File: src/rtl/mycpu_pkg.sv
// Shared datapath types: function-select encoding, multi-cycle FU state, flag bundle.
package mycpu_pkg;

  typedef enum logic [3:0] {
    FS_MOVA = 4'd0,
    FS_INC  = 4'd1,
    FS_ADD  = 4'd2,
    FS_MUL  = 4'd3,
    FS_SRA  = 4'd4,
    FS_SUB  = 4'd5,
    FS_DEC  = 4'd6,
    FS_SLA  = 4'd7,
    FS_AND  = 4'd8,
    FS_OR   = 4'd9,
    FS_XOR  = 4'd10,
    FS_NOT  = 4'd11,
    FS_MOVB = 4'd12,
    FS_SHR  = 4'd13,
    FS_SHL  = 4'd14,
    FS_CLR  = 4'd15
  } fs_t;

  typedef enum logic [1:0] {
    IDLE = 2'd0,
    MUL  = 2'd1,
    DONE = 2'd2
  } fu_state_t;

  typedef struct packed {
    logic z;
    logic n;
    logic c;
    logic v;
  } fu_flags_t;

endpackage

File: src/rtl/fu_mc_mul_iter.sv
// Radix-2 shift-add multiplier, one partial-product step per cycle.
// p is the accumulator after the current step; it holds the full product
// in the cycle where done is high, so the caller registers it on that edge.
module fu_mul_iter #(
  parameter int DATA_W = 16
) (
  input  logic              clk,
  input  logic              rst,
  input  logic              start,
  input  logic [DATA_W-1:0] a,
  input  logic [DATA_W-1:0] b,
  output logic              busy,
  output logic              done,
  output logic [DATA_W-1:0] p
);

  localparam int CNT_W = $clog2(DATA_W + 1);
  localparam logic [CNT_W-1:0] LAST = CNT_W'(DATA_W - 1);

  logic              busy_r;
  logic [CNT_W-1:0]  cnt_r;
  logic [DATA_W-1:0] acc_r;
  logic [DATA_W-1:0] mcand_r;
  logic [DATA_W-1:0] mplier_r;
  logic [DATA_W-1:0] step_s;

  // One partial-product accumulation for the current multiplier bit.
  always_comb begin
    step_s = acc_r;
    if (mplier_r[0]) begin
      step_s = acc_r + mcand_r;
    end else begin
      step_s = acc_r;
    end
  end

  assign busy = busy_r;
  assign done = busy_r && (cnt_r == LAST);
  assign p    = step_s;

  // Operand capture on start, then shift multiplicand left / multiplier right each step.
  always_ff @(posedge clk) begin
    if (rst) begin
      busy_r   <= 1'b0;
      cnt_r    <= {CNT_W{1'b0}};
      acc_r    <= {DATA_W{1'b0}};
      mcand_r  <= {DATA_W{1'b0}};
      mplier_r <= {DATA_W{1'b0}};
    end else if (start) begin
      busy_r   <= 1'b1;
      cnt_r    <= {CNT_W{1'b0}};
      acc_r    <= {DATA_W{1'b0}};
      mcand_r  <= a;
      mplier_r <= b;
    end else if (busy_r) begin
      acc_r    <= step_s;
      mcand_r  <= {mcand_r[DATA_W-2:0], 1'b0};
      mplier_r <= {1'b0, mplier_r[DATA_W-1:1]};
      cnt_r    <= cnt_r + CNT_W'(1);
      busy_r   <= (cnt_r != LAST);
    end else begin
      busy_r   <= busy_r;
    end
  end

endmodule

File: src/rtl/fu_mc.sv
// Multi-cycle function unit: registered results, valid/ready on both sides,
// iterative multiply, full Z/N/C/V flags. Single op in flight.
module fu_mc
  import mycpu_pkg::*;
#(
  parameter int DATA_W = 16
) (
  input  logic              clk,
  input  logic              rst,
  input  logic              valid_in,
  output logic              ready_out,
  input  logic [DATA_W-1:0] a_in,
  input  logic [DATA_W-1:0] b_in,
  input  logic [3:0]        fs_in,
  output logic              valid_out,
  input  logic              ready_in,
  output logic [DATA_W-1:0] f_out,
  output logic              z_out,
  output logic              n_out,
  output logic              c_out,
  output logic              v_out
);

  localparam int MSB = DATA_W - 1;

  fu_state_t         state_r, state_nxt_s;
  fs_t               fs_s;
  logic              ready_s, accept_s, start_s;
  logic [DATA_W:0]   wide_s;
  logic [DATA_W-1:0] alu_f_s;
  logic              alu_c_s, alu_v_s;
  logic              mul_busy_s, mul_done_s;
  logic [DATA_W-1:0] mul_p_s;
  logic [DATA_W-1:0] f_r;
  fu_flags_t         flags_r;

  function automatic fu_flags_t make_flags(input logic [DATA_W-1:0] f,
                                           input logic c, input logic v);
    fu_flags_t fl;
    fl.z = (f == {DATA_W{1'b0}});
    fl.n = f[MSB];
    fl.c = c;
    fl.v = v;
    return fl;
  endfunction

  assign fs_s      = fs_t'(fs_in);
  assign ready_s   = (state_r == IDLE) || ((state_r == DONE) && ready_in);
  assign accept_s  = valid_in && ready_s;
  assign start_s   = accept_s && (fs_s == FS_MUL);

  fu_mul_iter #(.DATA_W(DATA_W)) u_mul (
    .clk  (clk),
    .rst  (rst),
    .start(start_s),
    .a    (a_in),
    .b    (b_in),
    .busy (mul_busy_s),
    .done (mul_done_s),
    .p    (mul_p_s)
  );

  // Single-cycle result and carry/overflow for every non-multiply op.
  always_comb begin
    wide_s  = {(DATA_W+1){1'b0}};
    alu_f_s = {DATA_W{1'b0}};
    alu_c_s = 1'b0;
    alu_v_s = 1'b0;
    case (fs_s)
      FS_MOVA: alu_f_s = a_in;
      FS_INC: begin
        wide_s  = {1'b0, a_in} + {{DATA_W{1'b0}}, 1'b1};
        alu_f_s = wide_s[MSB:0];
        alu_c_s = wide_s[DATA_W];
        alu_v_s = (a_in == {1'b0, {(DATA_W-1){1'b1}}});
      end
      FS_ADD: begin
        wide_s  = {1'b0, a_in} + {1'b0, b_in};
        alu_f_s = wide_s[MSB:0];
        alu_c_s = wide_s[DATA_W];
        alu_v_s = (a_in[MSB] == b_in[MSB]) && (wide_s[MSB] != a_in[MSB]);
      end
      FS_MUL:  alu_f_s = {DATA_W{1'b0}};
      FS_SRA: begin
        alu_f_s = {b_in[MSB], b_in[MSB:1]};
        alu_c_s = b_in[0];
      end
      FS_SUB: begin
        wide_s  = {1'b0, a_in} - {1'b0, b_in};
        alu_f_s = wide_s[MSB:0];
        alu_c_s = wide_s[DATA_W];
        alu_v_s = (a_in[MSB] != b_in[MSB]) && (wide_s[MSB] != a_in[MSB]);
      end
      FS_DEC: begin
        wide_s  = {1'b0, a_in} - {{DATA_W{1'b0}}, 1'b1};
        alu_f_s = wide_s[MSB:0];
        alu_c_s = (a_in == {DATA_W{1'b0}});
        alu_v_s = (a_in == {1'b1, {(DATA_W-1){1'b0}}});
      end
      FS_SLA: begin
        alu_f_s = {b_in[MSB-1:0], 1'b0};
        alu_c_s = b_in[MSB];
        alu_v_s = b_in[MSB] ^ b_in[MSB-1];
      end
      FS_AND:  alu_f_s = a_in & b_in;
      FS_OR:   alu_f_s = a_in | b_in;
      FS_XOR:  alu_f_s = a_in ^ b_in;
      FS_NOT:  alu_f_s = ~a_in;
      FS_MOVB: alu_f_s = b_in;
      FS_SHR: begin
        alu_f_s = {1'b0, b_in[MSB:1]};
        alu_c_s = b_in[0];
      end
      FS_SHL: begin
        alu_f_s = {b_in[MSB-1:0], 1'b0};
        alu_c_s = b_in[MSB];
      end
      FS_CLR:  alu_f_s = {DATA_W{1'b0}};
      default: alu_f_s = {DATA_W{1'b0}};
    endcase
  end

  // Next-state: accept decides MUL vs DONE; DONE holds under back-pressure.
  always_comb begin
    state_nxt_s = state_r;
    case (state_r)
      IDLE: begin
        if (accept_s) begin
          state_nxt_s = start_s ? MUL : DONE;
        end else begin
          state_nxt_s = IDLE;
        end
      end
      MUL: begin
        if (mul_done_s) begin
          state_nxt_s = DONE;
        end else if (mul_busy_s) begin
          state_nxt_s = MUL;
        end else begin
          state_nxt_s = IDLE;
        end
      end
      DONE: begin
        if (accept_s) begin
          state_nxt_s = start_s ? MUL : DONE;
        end else if (ready_in) begin
          state_nxt_s = IDLE;
        end else begin
          state_nxt_s = DONE;
        end
      end
      default: state_nxt_s = IDLE;
    endcase
  end

  // State register.
  always_ff @(posedge clk) begin
    if (rst) begin
      state_r <= IDLE;
    end else begin
      state_r <= state_nxt_s;
    end
  end

  // Result/flag registers: load on non-MUL accept or on the last multiply step, else hold.
  always_ff @(posedge clk) begin
    if (rst) begin
      f_r     <= {DATA_W{1'b0}};
      flags_r <= fu_flags_t'(4'b0000);
    end else if (accept_s && !start_s) begin
      f_r     <= alu_f_s;
      flags_r <= make_flags(alu_f_s, alu_c_s, alu_v_s);
    end else if ((state_r == MUL) && mul_done_s) begin
      f_r     <= mul_p_s;
      flags_r <= make_flags(mul_p_s, 1'b0, 1'b0);
    end else begin
      f_r     <= f_r;
      flags_r <= flags_r;
    end
  end

  assign ready_out = ready_s;
  assign valid_out = (state_r == DONE);
  assign f_out     = f_r;
  assign z_out     = flags_r.z;
  assign n_out     = flags_r.n;
  assign c_out     = flags_r.c;
  assign v_out     = flags_r.v;

endmodule

File: config.mk
export PLATFORM = sky130hd
export DESIGN_NAME = fu_mc
export DESIGN_NICKNAME = d
export VERILOG_FILES = /design/src/rtl/mycpu_pkg.sv /design/src/rtl/fu_mc_mul_iter.sv /design/src/rtl/fu_mc.sv
export SDC_FILE = /design/constraint.sdc
export NUM_CORES = 1
export LEC_CHECK = 0
export ABC_AREA = 1
export CELL_PAD_IN_SITES_DETAIL_PLACEMENT = 1
export CELL_PAD_IN_SITES_GLOBAL_PLACEMENT = 1
export CORE_UTILIZATION = 40
export DETAILED_ROUTE_END_ITERATION = 12
export PLACE_DENSITY = 0.8
export SYNTH_ARGS = -nofsm -noshare
export SYNTH_HDL_FRONTEND = slang
export SYNTH_SLANG_ARGS = --single-unit
File: constraint.sdc
create_clock -name clk -period 4.7 [get_ports clk]
set_input_delay 0.94 -clock clk [delete_from_list [all_inputs] [get_ports clk]]
set_output_delay 0.94 -clock clk [all_outputs]
set_load 0.01 [all_outputs]
==> impl_metrics.json <==
{
  "cts_tree": "done",
  "yosysWarnings": 0,
  "ys_ff_latch": 75,
  "die_y_microns": 151,
  "postCtsSetupRepairBufs": 0,
  "dpl.hpwl_microns": 34400,
  "cts_root_buffer": "clkbuf_16",
  "area_growth_pct": 15.0,
  "grt_max_degree": 57,
  "p_leak_nw": 5.00,
  "crit_fanout": 11,
  "fin_cells": 1970,
  "post_cts_resize_count": 0,
  "fmax_mhz": 258,
  "overflow": 0,
  "max-cap-violations": 0,
  "hold_viol": 0,
  "yosysSeqAreaShare_pct": 16.9,
  "path_class": "in -> reg",
  "grt.total_usage_pct": 38.5,
  "initial_utilization_pct": 40.8,
  "finalWirelength_microns": 42700,
  "synth_cells": 1626,
  "finalInstanceArea_sq_mm": 0.0102,
  "syn_area_sq_mm": 0.00890,
  "status": "finished, final reports clean",
  "worstSkewPairLatency_ps": 350,
  "via_count": 11405,
  "clockBufferDepth": 2,
  "placed_cells": 1954,
  "cts.sinks": 75,
  "rows": 54,
  "async_reset_ff_share_pct": 0,
  "synth_area_leader_cell": "nand2_1",
  "grt_pass1_wl_microns": 65300,
  "cp.arrival_ps": 4180,
  "drt-initial-drc-count": 851,
  "diodes": 0,
  "grt_antenna_before_repair": 1,
  "avgSynthCellArea_sq_um": 5.47,
  "wire_per_inst_microns": 21.7,
  "first_global_vias": 11273,
  "die_w_microns": 151,
  "cts_buffers": 9,
  "portBuffers": 61,
  "slew_headroom_pct": 34.1,
  "mostFrequentLayoutCell": "nand2_1",
  "rsz0062_at_grt": "no",
  "nNetsFinal": 1800,
  "tns_ps": 0,
  "skew_ps": 10.3,
  "place_area_sq_mm": 0.00994,
  "clk_pin_slew_worst_paths_ps": 60,
  "synthesis.nets": 1741,
  "synth-main-ff-cell": "dfxtp_1",
  "die_area_sq_mm": 0.0228,
  "finalSetupViolations": 0,
  "powerDensity_mw_per_mm2": 209,
  "post_drt_via_cell_ratio": 5.79,
  "crit_required_ps": 5000,
  "multi_input_comb_area_sq_mm": 0.00633,
  "yosysTopAreaCellShare_pct": 21.9,
  "end_kind": "flop",
  "ctsHoldBuffers": 0,
  "slew_violations": 0,
  "period_share_pct": 82.5,
  "ios": 62,
  "drive_gt1_share_pct": 4.85,
  "drtAntennaViolNets": 0,
  "fin_crit_ps": 3880,
  "gp_congestion": 0.987,
  "dr.pass1.iters": 6,
  "cp-start-kind": "primary input",
  "layout_common_cells": "nand2_1 (518), nand3_1 (205), inv_1 (204)",
  "ys_top_cells_by_area": "nand2_1 (22%), dfxtp_1 (17%), nand3_1 (12%)",
  "netlist-cell-type-count": 40,
  "hold_path.class": "reg -> reg",
  "seq_area_sq_mm": 0.00150,
  "worstMarginPinSlew_ps": 986,
  "core_area_sq_mm": 0.0218,
  "htreeDepth": 3,
  "ir_worst_vdd_uv": 157,
  "drcViolationCount": 0,
  "synth_edf_count": 0,
  "fillers": 3176
}
## metal layers
metal / vias to the layer above / global-route usage [%] / routed length, microns
met5: - / 0 / 0
met3: 135 / 7.62 / 3420
li1: 5347 / - / -
met4: 0 / 22.2 / 2560
met2: 478 / 61.7 / 19100
met1: 5445 / 48.0 / 17600
## sequential cells by signal, indices dropped and copies added, names as in the netlist
signal,flops
u_mul.mplier_r,16
u_mul.mcand_r,16
c_out,1
u_mul.busy,1
u_mul.cnt_r,5
state_r,2
f_out,16
v_out,1
z_out,1
u_mul.acc_r,16
## synth_stat cells (all sizes together), types with 4 or more instances
cell type	n
a221oi	7
nand3b	8
buf	28
o211ai	4
xor2	7
o21ai	77
a31oi	25
nand4	28
nor2	203
a21oi	76
nor3	20
ha	72
dfxtp	75
o21bai	6
nand2	520
inv	208
clkbuf	30
nand3	205
clkinv	6
## worst paths after layout
path,startpoint,end,slack (ps),cells past startpoint
max reg2reg,u_mul.mplier_r[0],z_out,1460,8
max,a_in[9],z_out,820,18
min,c_out,c_out,460,2
min reg2reg,c_out,c_out,460,2
## cell families after synthesis
family | synth area share, %
AND/OR/NAND/NOR | 46.6
buffers and inverters | 12.0
AO/OA/AOI/OAI | 13.0
adder cells (fa/ha/maj) | 10.8
flip-flops | 16.9
XOR/XNOR | 0.689
## where the power goes
| part | internal (mW) | switching [mW] |
|---|---|---|
| Clock | 0.410 | 0.308 |
| Sequential | 0.657 | 0.0168 |
| Combinational | 0.235 | 0.507 |
| Total | 1.30 | 0.832 |
## critical path, stage by stage
cell,delay [ps]
clkdlybuf4s50_1,780
inv_1,200
ha_1,470
nor2_1,220
inv_1,60
nor2_1,300
nand3_1,260
nand3_1,150
nand2_1,50
nand3_1,60
nand3_1,90
nand2_1,130
inv_1,60
nor2_1,100
nand4_1,100
nand3_1,80
nand2_1,60
inv_1,40
## final cells by class
type	count	area share (%)
Multi-Input combinational cell	1279	61.9
Sequential cell	75	14.7
Timing Repair Buffer	106	9.27
Inverter	214	7.85
Tap cell	280	3.42
Clock buffer	9	2.20
Clock inverter	7	0.672
## metrics by stage
step | hold slack [ps] | power [mW] | util [%] | setup WS (ps)
floorplan | 441 | 1.10 | - | 1720
finish | 463 | 2.13 | 46.9 | 821
CTS | 465 | 2.12 | 46.9 | 866
global placement | 448 | 1.39 | 45.5 | 559
global route | 503 | 2.22 | 46.9 | 577
detailed placement | 455 | 1.41 | 45.5 | 514
No activity file was read; power rests on OpenSTA's default activity.
